$ cat src/rtl/gate_ctrl.sv
// Gate-window sequencer for a frequency/period counter: clears the counter,
// opens a timed (frequency) or edge-bounded (period) window, then latches.
module gate_ctrl #(
  parameter int unsigned F_GATE0   = 50_000,
  parameter int unsigned F_GATE1   = 500_000,
  parameter int unsigned F_GATE2   = 5_000_000,
  parameter int unsigned F_GATE3   = 50_000_000,
  parameter int unsigned T_TIMEOUT = 100_000_000
) (
  input  logic       CLK_50,
  input  logic       RST,
  input  logic       start,
  input  logic       measure_mode,
  input  logic [1:0] F_sel,
  input  logic [1:0] T_sel,
  input  logic       sig_rise,
  output logic       cnt_clr,
  output logic       gate_en,
  output logic       latch,
  output logic       busy,
  output logic       done,
  output logic       timeout,
  output logic       cfg_err,
  output logic [6:0] clk_wait
);

  localparam logic [2:0] S_IDLE  = 3'd0;
  localparam logic [2:0] S_CLEAR = 3'd1;
  localparam logic [2:0] S_ARM   = 3'd2;
  localparam logic [2:0] S_GATE  = 3'd3;
  localparam logic [2:0] S_LATCH = 3'd4;
  localparam logic [2:0] S_DONE  = 3'd5;

  localparam logic [26:0] LOAD0    = 27'(F_GATE0 - 1);
  localparam logic [26:0] LOAD1    = 27'(F_GATE1 - 1);
  localparam logic [26:0] LOAD2    = 27'(F_GATE2 - 1);
  localparam logic [26:0] LOAD3    = 27'(F_GATE3 - 1);
  localparam logic [26:0] TMO_LAST = 27'(T_TIMEOUT - 1);

  logic [2:0]  state_q, state_d;
  logic        mode_q, mode_d;
  logic [1:0]  fsel_q, fsel_d;
  logic [1:0]  tsel_q, tsel_d;
  logic [26:0] gate_cnt_q, gate_cnt_d;
  logic [6:0]  edge_cnt_q, edge_cnt_d;
  logic [26:0] tmo_cnt_q, tmo_cnt_d;
  logic [6:0]  clk_wait_q, clk_wait_d;
  logic        cnt_clr_q, cnt_clr_d;
  logic        gate_en_q, gate_en_d;
  logic        latch_q, latch_d;
  logic        busy_q, busy_d;
  logic        done_q, done_d;
  logic        timeout_q, timeout_d;
  logic        cfg_err_q, cfg_err_d;

  logic [6:0]  edge_last;
  logic [26:0] gate_load;
  logic        tmo_hit;

  always_comb begin
    case (tsel_q)
      2'b00:   edge_last = 7'd0;
      2'b01:   edge_last = 7'd9;
      default: edge_last = 7'd99;
    endcase
    case (fsel_q)
      2'b00:   gate_load = LOAD0;
      2'b01:   gate_load = LOAD1;
      2'b10:   gate_load = LOAD2;
      default: gate_load = LOAD3;
    endcase
    tmo_hit = (tmo_cnt_q == TMO_LAST);
  end

  always_comb begin
    state_d    = state_q;
    mode_d     = mode_q;
    fsel_d     = fsel_q;
    tsel_d     = tsel_q;
    gate_cnt_d = gate_cnt_q;
    edge_cnt_d = edge_cnt_q;
    tmo_cnt_d  = tmo_cnt_q;
    clk_wait_d = clk_wait_q;
    cfg_err_d  = 1'b0;
    timeout_d  = 1'b0;

    case (state_q)
      S_IDLE: begin
        if (start) begin
          if (measure_mode && (T_sel == 2'b11)) begin
            cfg_err_d = 1'b1;
          end else begin
            mode_d  = measure_mode;
            fsel_d  = F_sel;
            tsel_d  = T_sel;
            state_d = S_CLEAR;
            if (measure_mode) begin
              case (T_sel)
                2'b00:   clk_wait_d = 7'b0010000;
                2'b01:   clk_wait_d = 7'b0100000;
                default: clk_wait_d = 7'b1000000;
              endcase
            end else begin
              case (F_sel)
                2'b00:   clk_wait_d = 7'b0000001;
                2'b01:   clk_wait_d = 7'b0000010;
                2'b10:   clk_wait_d = 7'b0000100;
                default: clk_wait_d = 7'b0001000;
              endcase
            end
          end
        end
      end
      S_CLEAR: begin
        tmo_cnt_d  = '0;
        edge_cnt_d = '0;
        gate_cnt_d = gate_load;
        state_d    = mode_q ? S_ARM : S_GATE;
      end
      S_ARM: begin
        tmo_cnt_d = tmo_cnt_q + 27'd1;
        if (tmo_hit) begin
          timeout_d = 1'b1;
          state_d   = S_DONE;
        end else if (sig_rise) begin
          edge_cnt_d = '0;
          state_d    = S_GATE;
        end
      end
      S_GATE: begin
        if (!mode_q) begin
          if (gate_cnt_q == '0) state_d = S_LATCH;
          else                  gate_cnt_d = gate_cnt_q - 27'd1;
        end else begin
          tmo_cnt_d = tmo_cnt_q + 27'd1;
          // Nth edge outranks a coincident timeout.
          if (sig_rise && (edge_cnt_q == edge_last)) begin
            state_d = S_LATCH;
          end else if (tmo_hit) begin
            timeout_d = 1'b1;
            state_d   = S_DONE;
          end else if (sig_rise) begin
            edge_cnt_d = edge_cnt_q + 7'd1;
          end
        end
      end
      S_LATCH: state_d = S_DONE;
      S_DONE:  state_d = S_IDLE;
      default: state_d = S_IDLE;
    endcase

    // Strobes are registered from the next state so they align with state_q.
    cnt_clr_d = (state_d == S_CLEAR);
    gate_en_d = (state_d == S_GATE);
    latch_d   = (state_d == S_LATCH);
    done_d    = (state_d == S_DONE);
    busy_d    = (state_d == S_CLEAR) || (state_d == S_ARM) ||
                (state_d == S_GATE)  || (state_d == S_LATCH);
  end

  always_ff @(posedge CLK_50) begin
    if (RST) begin
      state_q    <= S_IDLE;
      mode_q     <= 1'b0;
      fsel_q     <= '0;
      tsel_q     <= '0;
      gate_cnt_q <= '0;
      edge_cnt_q <= '0;
      tmo_cnt_q  <= '0;
      clk_wait_q <= 7'b0000001;
      cnt_clr_q  <= 1'b0;
      gate_en_q  <= 1'b0;
      latch_q    <= 1'b0;
      busy_q     <= 1'b0;
      done_q     <= 1'b0;
      timeout_q  <= 1'b0;
      cfg_err_q  <= 1'b0;
    end else begin
      state_q    <= state_d;
      mode_q     <= mode_d;
      fsel_q     <= fsel_d;
      tsel_q     <= tsel_d;
      gate_cnt_q <= gate_cnt_d;
      edge_cnt_q <= edge_cnt_d;
      tmo_cnt_q  <= tmo_cnt_d;
      clk_wait_q <= clk_wait_d;
      cnt_clr_q  <= cnt_clr_d;
      gate_en_q  <= gate_en_d;
      latch_q    <= latch_d;
      busy_q     <= busy_d;
      done_q     <= done_d;
      timeout_q  <= timeout_d;
      cfg_err_q  <= cfg_err_d;
    end
  end

  assign cnt_clr  = cnt_clr_q;
  assign gate_en  = gate_en_q;
  assign latch    = latch_q;
  assign busy     = busy_q;
  assign done     = done_q;
  assign timeout  = timeout_q;
  assign cfg_err  = cfg_err_q;
  assign clk_wait = clk_wait_q;

endmodule

$ cat config.mk
export PLATFORM = sky130hd
export DESIGN_NAME = gate_ctrl
export DESIGN_NICKNAME = d
export VERILOG_FILES = /design/src/rtl/gate_ctrl.sv
export SDC_FILE = /design/constraint.sdc
export NUM_CORES = 1
export LEC_CHECK = 0
export CAP_MARGIN = 20
export CORE_MARGIN = 5
export CORE_UTILIZATION = 24
export DETAILED_ROUTE_END_ITERATION = 12
export GPL_TIMING_DRIVEN = 0
export MAX_ROUTING_LAYER = met4
export PLACE_DENSITY = 0.47
export RECOVER_POWER = 50
export SETUP_SLACK_MARGIN = 0.05
export SYNTH_ARGS = -nofsm -noshare
export SYNTH_HDL_FRONTEND = slang
export SYNTH_SLANG_ARGS = --single-unit
$ cat constraint.sdc
create_clock -name CLK_50 -period 2.5 [get_ports CLK_50]
set_clock_uncertainty 0.1 [all_clocks]
set_input_delay 0.5 -clock CLK_50 [delete_from_list [all_inputs] [get_ports CLK_50]]
set_output_delay 0.5 -clock CLK_50 [all_outputs]
set_load 0.02 [all_outputs]
==> After elaboration in Yosys (flattened, before gate mapping) <==
Index checks and enable logic that the tools add are counted.
{ "totals": {"out_inout_bits": 14, "input_bits": 9, "reg_bits": 83, "word_cells": 97} }
{ "classes": {"mux": 32, "bitwise": 3, "add_sub_neg": 3, "n_eq_ne": 26, "reduce_logical": 18} }
{ "ops": {"columns": ["operator", "count"], "rows": [
  ["$mux 27", 3],
  ["$pmux 27 s3", 1],
  ["$pmux 26 s3", 1],
  ["$pmux 27 s2", 1],
  ["$mux 7", 7],
  ["$pmux 7 s2", 2],
  ["$add 27x1->27 const B", 1],
  ["$eq 27x27->1 const B", 1],
  ["$logic_not 27->1", 1],
  ["$sub 27x1->27 const B", 1],
  ["$mux 3", 8],
  ["$pmux 7 s3", 1],
  ["$ne 2x2->1 const B", 8],
  ["$pmux 3 s5", 1],
  ["$eq 3x2->1 const B", 4],
  ["$pmux 4 s3", 1],
  ["$eq 3x3->1 const B", 3],
  ["$eq 2x1->1 const B", 4],
  ["$logic_not 2->1", 4],
  ["$add 7x1->7 const B", 1],
  ["$eq 7x7->1", 1],
  ["$reduce_and 7->1", 1],
  ["$eq 2x2->1 const B", 3],
  ["$eq 3x1->1 const B", 2],
  ["other kinds (11)", 21]
]} }

==> Logic depth before layout (Yosys ltp) <==
Gate-level depths: netlist (run 1).
{ "logic_depth": {"word_depth": 11, "ltp_mapped": 11, "ltp_nobuf": 9} }

==> Worst setup path before layout (run 1) <==
OpenSTA, ideal clock, no wires.
{ "synth_path": {"path_type": "reg-to-reg", "startpoint": "register gate_cnt_q[9]", "endpoint": "register gate_cnt_q[22]", "n_path_buf": 2, "path_slack_ns": 0.043, "synth_period_minus_slack_ns": 2.457, "required_ns": 2.297, "setup_ns": 0.103, "arrival_ns": 2.254, "path_stages_with_launch": 10, "cell_sequence": "dfxtp_1 > or4_1 > buf_2 > and4b_1 > a21boi_2 > or2_1 > buf_6 > a21oi_4 > nor3_1 > a2111oi_2"} }
{ "synth_via": {"elab_chain_len": 4, "word_cells_on_any_way": 7, "cone_classes": "add/sub: 1; eq/ne: 1; mux: 3; reduce/logical: 2"} }
{ "synth_lines": {"columns": ["element", "line_no", "rtl"], "rows": [
  ["start: declaration", "44", "logic [26:0] gate_cnt_q, gate_cnt_d;"],
  ["start signal: assignment", "183", "gate_cnt_q <= gate_cnt_d;"],
  ["$sub 27x1->27", "133", "else gate_cnt_d = gate_cnt_q - 27'd1;"],
  ["$mux 27", "132", "if (gate_cnt_q == '0) state_d = S_LATCH;"],
  ["$mux 27", "131", "if (!mode_q) begin"],
  ["$pmux 27 s2", "87", "case (state_q)"]
]} }
Several ways; a longest one is shown, not always the timed one. The select of a mux whose other input is x is not followed.
A chain may end at the register's enable or synchronous reset.

==> Final worst setup path (run 1) <==
Ends and elaborated chain as after synthesis.

==> results.ini, run 1 <==
[synthesis]
synth.yosys.warnings=0
synth_largest_area_cell=sky130_fd_sc_hd__dfxtp_1
sequential_share_of_the_synthesized_area_pct=39.1
synth_nets=558
synthesis.area_um2=4250
synthCells=539
synth_enable_flop_cells=0
synth_area_per_inst_um2=7.88
synth_top_cell_area_share_pct=39.1
synth-seq-cells=83
synthDistinctLibCells=59
asyncSetResetFlopFracSynth_pct=0
yosys-top-cells-area=sky130_fd_sc_hd__dfxtp_1, sky130_fd_sc_hd__nor2_1, sky130_fd_sc_hd__a21oi_1, sky130_fd_sc_hd__nand2_1, sky130_fd_sc_hd__xor2_1
ys.flop_type=sky130_fd_sc_hd__dfxtp_1

[timing]
fin_crit_ns=2.61
finalWorstSetupSlack_ns=-0.110
finalCritPeriodShare_pct=104
setup_violations=4
slew_hr_pct=51.7
clock.fmax_mhz=383
holdWs_ns=0.354
worst_pin_slew_ns=0.723
rsz0062_at_grt=true
hold_viol=0
final-max-slew-violation-count=0

[power_and_ir_drop]
power.ir.vdd_worst_uv=519
power_density_nw_per_um2=1200
p_leak_nw=2.11
fin_total_pwr_mw=6.93

[outcome]
violations=negative setup slack
status=complete, but fails checks

[clocking]
clock_sink_count=83
cts.path.max_buffers=2
htree_levels=3
cts_tree=built
hold_buffers=0
clk_root_buffer_cell=sky130_fd_sc_hd__clkbuf_16
insertion_delay_ns=0.34
cts_inserted_buffers=9
cts.clk_slew.worst_paths_ns=0.07

[setup_path]
crit_path_frequent_cell=sky130_fd_sc_hd__buf_6
path_max_fanout=4
critical_path_required_ns=2.63
critical_path.max_stage_delay_ns=0.52
worst-path-stages=10
cell_family_with_the_largest_share_of_critical_path_delay=simple AND/OR/NAND/NOR gates
startpoint_type=flip-flop
timing.critical_path.to_type=flip-flop
worst_r2r_path_depth=10
critPathSlowestCell=sky130_fd_sc_hd__or4_4
arrival_ns=2.74
critical_path.n_buffers_inverters=3
critical_path_class=reg -> reg
list_of_cells_traversed_by_the_critical_path=or4_4 > buf_6 > and4b_2 > a21boi_2 > or2_1 > buf_6 > a21oi_4 > buf_6 > nor3_4 > a2111oi_4

[die]
std_cell_rows=48
io_pins=23
die-height_um=143
core_region_area_um2=17400
fp.dieW_um=143
die-area_um2=20400
floorplan.initialDensity_pct=24.5

[routing]
viasPerCell=5.00
drc_violation_count_after_routing=0
route.final.wire_length_um=12500
postRouteAntennaNets=0
drt_iter0_markers=259
drt_pre_antenna_iters=5
vias=4195
wl_per_cell_um=14.9

[global_route]
vias_in_the_first_global_route=3862
antenna_found_initial=0
grt.met3_usage_pct=1.88
gr-total-overflow=0
grt_first_pass_wirelength_um=19500
grt_start_max_net_pins=16
met2_usage_pct=18.2
gr-usage-all-layers_pct=12.2
met1_usage_pct=15.9
grt_most_used_layer=met2

[layout]
syn2layout_area_growth_pct=35.8
mostFrequentLayoutCell=sky130_fd_sc_hd__nor2_1
number_of_antenna_cells_inserted=0
final_nets=628
fraction_of_layout_cells_with_a_size_suffix_above_1_pct=21.5
final_cell_mix=sky130_fd_sc_hd__nor2_1, sky130_fd_sc_hd__dfxtp_1, sky130_fd_sc_hd__nand2_1, sky130_fd_sc_hd__a21oi_1, sky130_fd_sc_hd__buf_4

[min_path]
hold_class=reg -> reg
worstHoldPathCells=2

[placement]
post-dp-hpwl_um=8410
port_buffers=21
gp_routability_congestion=0.854

[run]
drv.max_cap_violation_count=0

## synthesized netlist by cell type, drive strengths merged (4+ instances only)
cell and count:
dfxtp 83, nor2 82, nand2 56, a21oi 47
o21ai 30, nor3 29, clkbuf 23, xor2 22
nand3 17, inv 13, xnor2 13, ha 10
and3 9, nand4 9, nor4 8, a2111oi 7
or3 7, nor2b 6, or4 6, a31oi 5
and2 4, and4 4, buf 4, nor4b 4
o211ai 4
## cell type report
cell class | count | area [um^2]
plain buffers | 26 | 171
clock buffers | 9 | 225
clock inverters | 7 | 53.8
fillers | 1801 | 11600
inverters | 13 | 48.8
multi-input cells | 416 | 2730
flip-flops and latches | 83 | 1690
well taps | 225 | 282
repair buffers | 60 | 561
## registers in the layout, indices dropped and copies added, names as in the netlist, 2 cells and up
register    flops
gate_cnt_q     27
tmo_cnt_q      27
clk_wait        7
edge_cnt_q      7
state_q         3
fsel_q          2
tsel_q          2
## worst reg2reg max path: cells and delay by family, from the launching register on
kind,cells,cell delay [ns]
simple gates,4,1.12
compound gates,3,0.55
flops,1,0.34
buf+inv,3,0.39
## routing by layer
metal  routed length (um)  vias to the layer above
li1                     -                     2051
met1                 5820                     2002
met2                 5860                      114
met3                  478                       28
met4                  340                        0
met5                    0                        -
## power breakdown
| part | leakage (nW) | internal (mW) | switching, mW |
|---|---|---|---|
| clock network | 0.140 | 0.680 | 0.574 |
| registers | 0.682 | 1.55 | 0.236 |
| logic | 1.29 | 1.79 | 2.10 |
## kinds of logic after synthesis
logic type               count (synthesis)  synth area share (%)
buffers and inverters                   40                  3.74
multiplexers                             1                 0.236
flip-flops                              83                  39.1
XOR/XNOR                                35                  7.22
AO/OA/AOI/OAI                          114                  16.7
AND/OR/NAND/NOR                        256                  30.0
adder cells (fa/ha/maj)                 10                  2.95
## what timing repair did
action / CTS / global route
pin swaps: 22 / 35
cloned: 0 / 2
gates resized for setup: 56 / 70
setup buffers: 19 / 18
setup endpoints to repair: 43 / 41
## final timing paths
kind,end,startpoint,slack [ns]
setup / recovery,gate_cnt_q[22],gate_cnt_q[9],-0.11
hold reg to reg,clk_wait[3],clk_wait[3],0.35
setup reg to reg,gate_cnt_q[22],gate_cnt_q[9],-0.11
hold / removal,clk_wait[3],clk_wait[3],0.35
## through the flow
stage	setup TNS (ns)	worst slack (ns)	instance area, um^2	cells	utilization (%)
floorplan	0	0.0515	4250	539	-
global placement	-17.40	-1.03	4740	785	27.3
detailed placement	-17.40	-1.01	4740	785	27.3
CTS	-0.158	-0.0509	5370	819	31.0
global route	-1.84	-0.197	5770	839	33.2
finish	-0.290	-0.110	5770	839	33.2
(Power assumes the default switching activity.)
==> run 2: changes to the inputs <==
ABC_CLOCK_PERIOD_IN_PS = 2400   (was default)
clock period = 2.4 ns   (was 2.5 ns; I/O delays follow)
==> run 2 against run 1 <==
The flow still finishes with violations (negative setup slack). Wire length is 3.2% higher. Combinational power is 11% higher. Critical path depth stayed put. Clock-buffer cell count is 1 higher. Sequential power is 5% higher. Hold slack better by 0.0057 ns. Non-clock buffer count is 1 lower. Via count is 0.31% lower. Cell area is 2.2% higher. Highest routed layer unchanged.
==> results.ini, run 2 (same netlist as run 1, synthesis figures left out) <==
[timing]
finalWorstSetupSlack_ns=-0.250
finalCritPeriodShare_pct=110
final-max-slew-violation-count=0
setup_violations=18
hold_viol=0
rsz0062_at_grt=true
timing.setup.tns_ns=-1.59
clock.fmax_mhz=377
slew_hr_pct=49.3
fin_crit_ns=2.65
worst_pin_slew_ns=0.760

[setup_path]
critical_path_class=reg -> reg
worst_reg2reg_startpoint=gate_cnt_q[12]
timing.critical_path.to_type=flip-flop
worst_r2r_path_depth=10
crit_path_start=gate_cnt_q[12]
arrival_ns=2.77
startpoint_type=flip-flop
critical_path_required_ns=2.52
path_max_fanout=4
reg2reg_setup_slack_ns=-0.25
worstReg2RegEnd=gate_cnt_q[5]

[routing]
route.final.wire_length_um=12900
drc_violation_count_after_routing=0
postRouteAntennaNets=0
drt_iter0_markers=241
drt_pre_antenna_iters=5
vias=4182
wl_per_cell_um=15.4
viasPerCell=4.99

[run]
drv.max_cap_violation_count=0

[die]
fp.dieW_um=143
std_cell_rows=48
core_region_area_um2=17400
floorplan.initialDensity_pct=24.5
die-area_um2=20400
die-height_um=143
io_pins=23

[min_path]
worstHoldPathCells=2
worstHoldEndpoint=clk_wait[3]
worst_hold_startpoint=clk_wait[3]
hold_class=reg -> reg

[layout]
top_flop_regs=gate_cnt_q x27, tmo_cnt_q x27
mostFrequentLayoutCell=sky130_fd_sc_hd__nor2_1
fraction_of_layout_cells_with_a_size_suffix_above_1_pct=24.3
design_area_um2=5890
final_cell_mix=sky130_fd_sc_hd__nor2_1, sky130_fd_sc_hd__dfxtp_1, sky130_fd_sc_hd__nand2_1, sky130_fd_sc_hd__a21oi_1, sky130_fd_sc_hd__buf_4
number_of_antenna_cells_inserted=0
final_nets=627
syn2layout_area_growth_pct=38.8

[global_route]
grt_start_max_net_pins=15
gr-total-overflow=0
gr-usage-all-layers_pct=12.7
grt_first_pass_wirelength_um=20500
antenna_found_initial=0
vias_in_the_first_global_route=4146

[clocking]
htree_levels=3
clk_root_buffer_cell=sky130_fd_sc_hd__clkbuf_16
cts.clk_slew.worst_paths_ns=0.06
clock_sink_count=83
cts.path.max_buffers=2
insertion_delay_ns=0.34
cts_tree=built
cts_inserted_buffers=9

[power_and_ir_drop]
power.ir.vdd_worst_uv=508
power_density_nw_per_um2=1320
fin_total_pwr_mw=7.77
p_leak_nw=2.17

[outcome]
violations=negative setup slack
status=complete, but fails checks

[placement]
port_buffers=21
placed_cell_area_um2=4760
post-dp-hpwl_um=8440
gp_routability_congestion=0.880

[run 2: worst max-delay path by stage]
stage	endpoint	slack, ns
floorplan	gate_cnt_q[22]	-0.04
global placement	cnt_clr	-0.80
detailed placement	cnt_clr	-0.82
CTS	gate_cnt_q[19]	-0.16
global route	gate_cnt_q[5]	-0.31
finish	gate_cnt_q[5]	-0.25
[run 2: final cells by class]
cell class                      instances  area [um^2]
Fill cell                            1787        11500
Inverter                               13         48.8
Timing Repair Buffer                   61          579
Sequential cell                        83         1700
Clock inverter                          6          113
Clock buffer                           10          229
Tap cell                              225          282
Multi-Input combinational cell        416         2770
Buffer                                 24          174
[run 2: what timing repair did]
action | CTS | global route
pin swaps | 24 | 32
endpoints found under the setup margin | 48 | 48
hold buffers | 0 | 0
buffers inserted | 24 | 13
gates resized for setup | 78 | 68
cloned | 1 | 2
[run 2: layer usage]
layer  global-route usage [%]  part of all wire [%]  vias up
met5                        -                     0        -
met4                     5.20                   2.4        0
met3                     1.94                   3.5       33
met2                     20.4                    48      110
met1                     15.9                    46     1982
li1                         -                     -     2057
[run 2: per-stage QoR]
step | utilization (%) | setup WS [ns] | cells | hold WS (ns)
finish | 33.9 | -0.250 | 838 | 0.359
global route | 33.9 | -0.312 | 838 | 0.387
CTS | 32.1 | -0.164 | 825 | 0.366
detailed placement | 27.4 | -0.822 | 785 | 0.357
global placement | 27.4 | -0.804 | 785 | 0.354
floorplan | - | -0.0352 | 539 | 0.345
[run 2: power by group]
group	switching [mW]	total, mW	internal (mW)
Combinational	2.27	4.31	2.03
Sequential	0.257	1.87	1.61
Clock	0.574	1.60	1.02
Total	3.10	7.77	4.67
[run 2: critical path: stages (launching register included)]
cell,delay (ns)
sky130_fd_sc_hd__dfxtp_2,0.32
sky130_fd_sc_hd__or4_4,0.57
sky130_fd_sc_hd__and4b_2,0.36
sky130_fd_sc_hd__a21boi_2,0.08
sky130_fd_sc_hd__or2_1,0.23
sky130_fd_sc_hd__buf_6,0.13
sky130_fd_sc_hd__a21oi_4,0.17
sky130_fd_sc_hd__buf_4,0.14
sky130_fd_sc_hd__buf_4,0.11
sky130_fd_sc_hd__nor3_2,0.04
sky130_fd_sc_hd__a2111oi_2,0.28
==> run 3: changes to the inputs <==
CORE_UTILIZATION = 33   (was 24)
CTS_CLUSTER_DIAMETER = 30   (was default)
PLACE_DENSITY = 0.58   (was 0.47)
==> run 3 against run 2 <==
The flow still finishes with violations (negative setup slack). First-iteration DRC count is 68% higher. Core utilization grew 13 points. Cell area is 0.55% higher. Highest routed layer unchanged.
==> results.ini, run 3 (same netlist as run 1, synthesis figures left out) <==
[setup_path]
critical_path_required_ns=2.54
arrival_ns=2.59
startpoint_type=flip-flop
critPathSlowestCell=sky130_fd_sc_hd__or4_4
timing.critical_path.to_type=flip-flop
reg2reg_setup_slack_ns=-0.05
list_of_cells_traversed_by_the_critical_path=or4_4 > and4b_2 > a21boi_2 > or2_1 > buf_6 > a21oi_4 > buf_4 > nor3_2 > a2111oi_2
critical_path.max_stage_delay_ns=0.54
path_max_fanout=4
critical_path_class=reg -> reg

[power_and_ir_drop]
power.ir.vdd_worst_uv=612
power_density_nw_per_um2=1310
p_leak_nw=2.18

[timing]
holdWs_ns=0.352
final-max-slew-violation-count=0
finalCritPeriodShare_pct=102
setup_violations=7
worst_pin_slew_ns=0.730
hold_viol=0
finalWorstSetupSlack_ns=-0.0504
clock.fmax_mhz=408
rsz0062_at_grt=true
fin_crit_ns=2.45
slew_hr_pct=51.2

[placement]
gp_routability_congestion=0.926
port_buffers=21
post-dp-hpwl_um=7970
placed_cells_incl_taps=732

[global_route]
gr-usage-all-layers_pct=16.7
gr-total-overflow=0
grt_start_max_net_pins=14
antenna_found_initial=0
vias_in_the_first_global_route=3983
grt_first_pass_wirelength_um=19800

[routing]
drt_iter0_markers=405
postRouteAntennaNets=0
vias=4205
drt_pre_antenna_iters=5
viasPerCell=5.33
route.final.wire_length_um=12400
wl_per_cell_um=15.8
drc_violation_count_after_routing=0

[outcome]
status=complete, but fails checks
violations=negative setup slack

[clocking]
cts.path.max_buffers=2
cts_inserted_buffers=9
htree_levels=3
hold_buffers=0
clock_sink_count=83
cts.clk_slew.worst_paths_ns=0.06
insertion_delay_ns=0.34
cts_tree=built
clk_root_buffer_cell=sky130_fd_sc_hd__clkbuf_16

[die]
io_pins=23
std_cell_rows=41
core_region_area_um2=12600
fp.dieW_um=123
floorplan.initialDensity_pct=33.6
die-height_um=123
die-area_um2=15200

[layout]
final_cell_mix=sky130_fd_sc_hd__nor2_1, sky130_fd_sc_hd__dfxtp_1, sky130_fd_sc_hd__nand2_1, sky130_fd_sc_hd__a21oi_1, sky130_fd_sc_hd__buf_4
fraction_of_layout_cells_with_a_size_suffix_above_1_pct=26.7
final_nets=632
number_of_antenna_cells_inserted=0
top_flop_regs=gate_cnt_q x27, tmo_cnt_q x27
layout.core_utilization_pct=46.9
mostFrequentLayoutCell=sky130_fd_sc_hd__nor2_1
number_of_non_filler_instances_in_the_completed_layout=789
syn2layout_area_growth_pct=39.6

[min_path]
hold_class=reg -> reg

[run]
drv.max_cap_violation_count=0

[run 3: timing repair]
item                       in CTS  in global routing
cloned                          3                  0
setup endpoints to repair      47                 59
buffers inserted               26                 16
gates resized for setup        84                 95
pin swaps                      36                 45
[run 3: layout make-up]
| type | count | area [um^2] |
|---|---|---|
| buffer | 25 | 198 |
| clock buffer | 10 | 229 |
| clock inverter | 5 | 78.8 |
| fill | 1219 | 6700 |
| inverter | 13 | 48.8 |
| multi-input combinational | 416 | 2870 |
| sequential | 83 | 1700 |
| tap | 172 | 215 |
| timing repair buffer | 65 | 588 |
[run 3: power by group]
group | switching, mW | total, mW | internal (mW)
logic | 2.38 | 4.44 | 2.06
registers | 0.245 | 1.86 | 1.62
clock network | 0.535 | 1.44 | 0.903
total | 3.16 | 7.74 | 4.58
[run 3: final timing paths]
path / startpoint / end / cells after the start
worst min-delay path: clk_wait[3] / clk_wait[3] / 2
worst max register to register: gate_cnt_q[12] / gate_cnt_q[5] / 9
worst min register to register: clk_wait[3] / clk_wait[3] / 2
worst max-delay path: gate_cnt_q[12] / gate_cnt_q[5] / 9
[run 3: critical path, delay by kind of cell (launching register included)]
kind	cells	cell delay [ns]
flops	1	0.32
simple gates	4	1.18
compound gates	3	0.48
buf+inv	2	0.28
[run 3: routing by layer]
metal	track usage (%)	vias to the layer above	part of all wire, %
met2	26.3	133	47
li1	-	2062	-
met4	6.30	0	2.7
met3	3.06	30	4.9
met5	-	-	0
met1	21.5	1980	45
[run 3: stage by stage]
step | setup TNS [ns] | instance area, um^2 | setup WS, ns | power [mW]
CTS | -1.65 | 5560 | -0.187 | 7.01
floorplan | -0.0624 | 4270 | -0.0352 | 3.71
finish | -0.196 | 5920 | -0.0504 | 7.74
global route | -2.09 | 5920 | -0.149 | 8.16
global placement | -15.26 | 4690 | -0.994 | 4.40
detailed placement | -16.84 | 4690 | -1.01 | 4.44
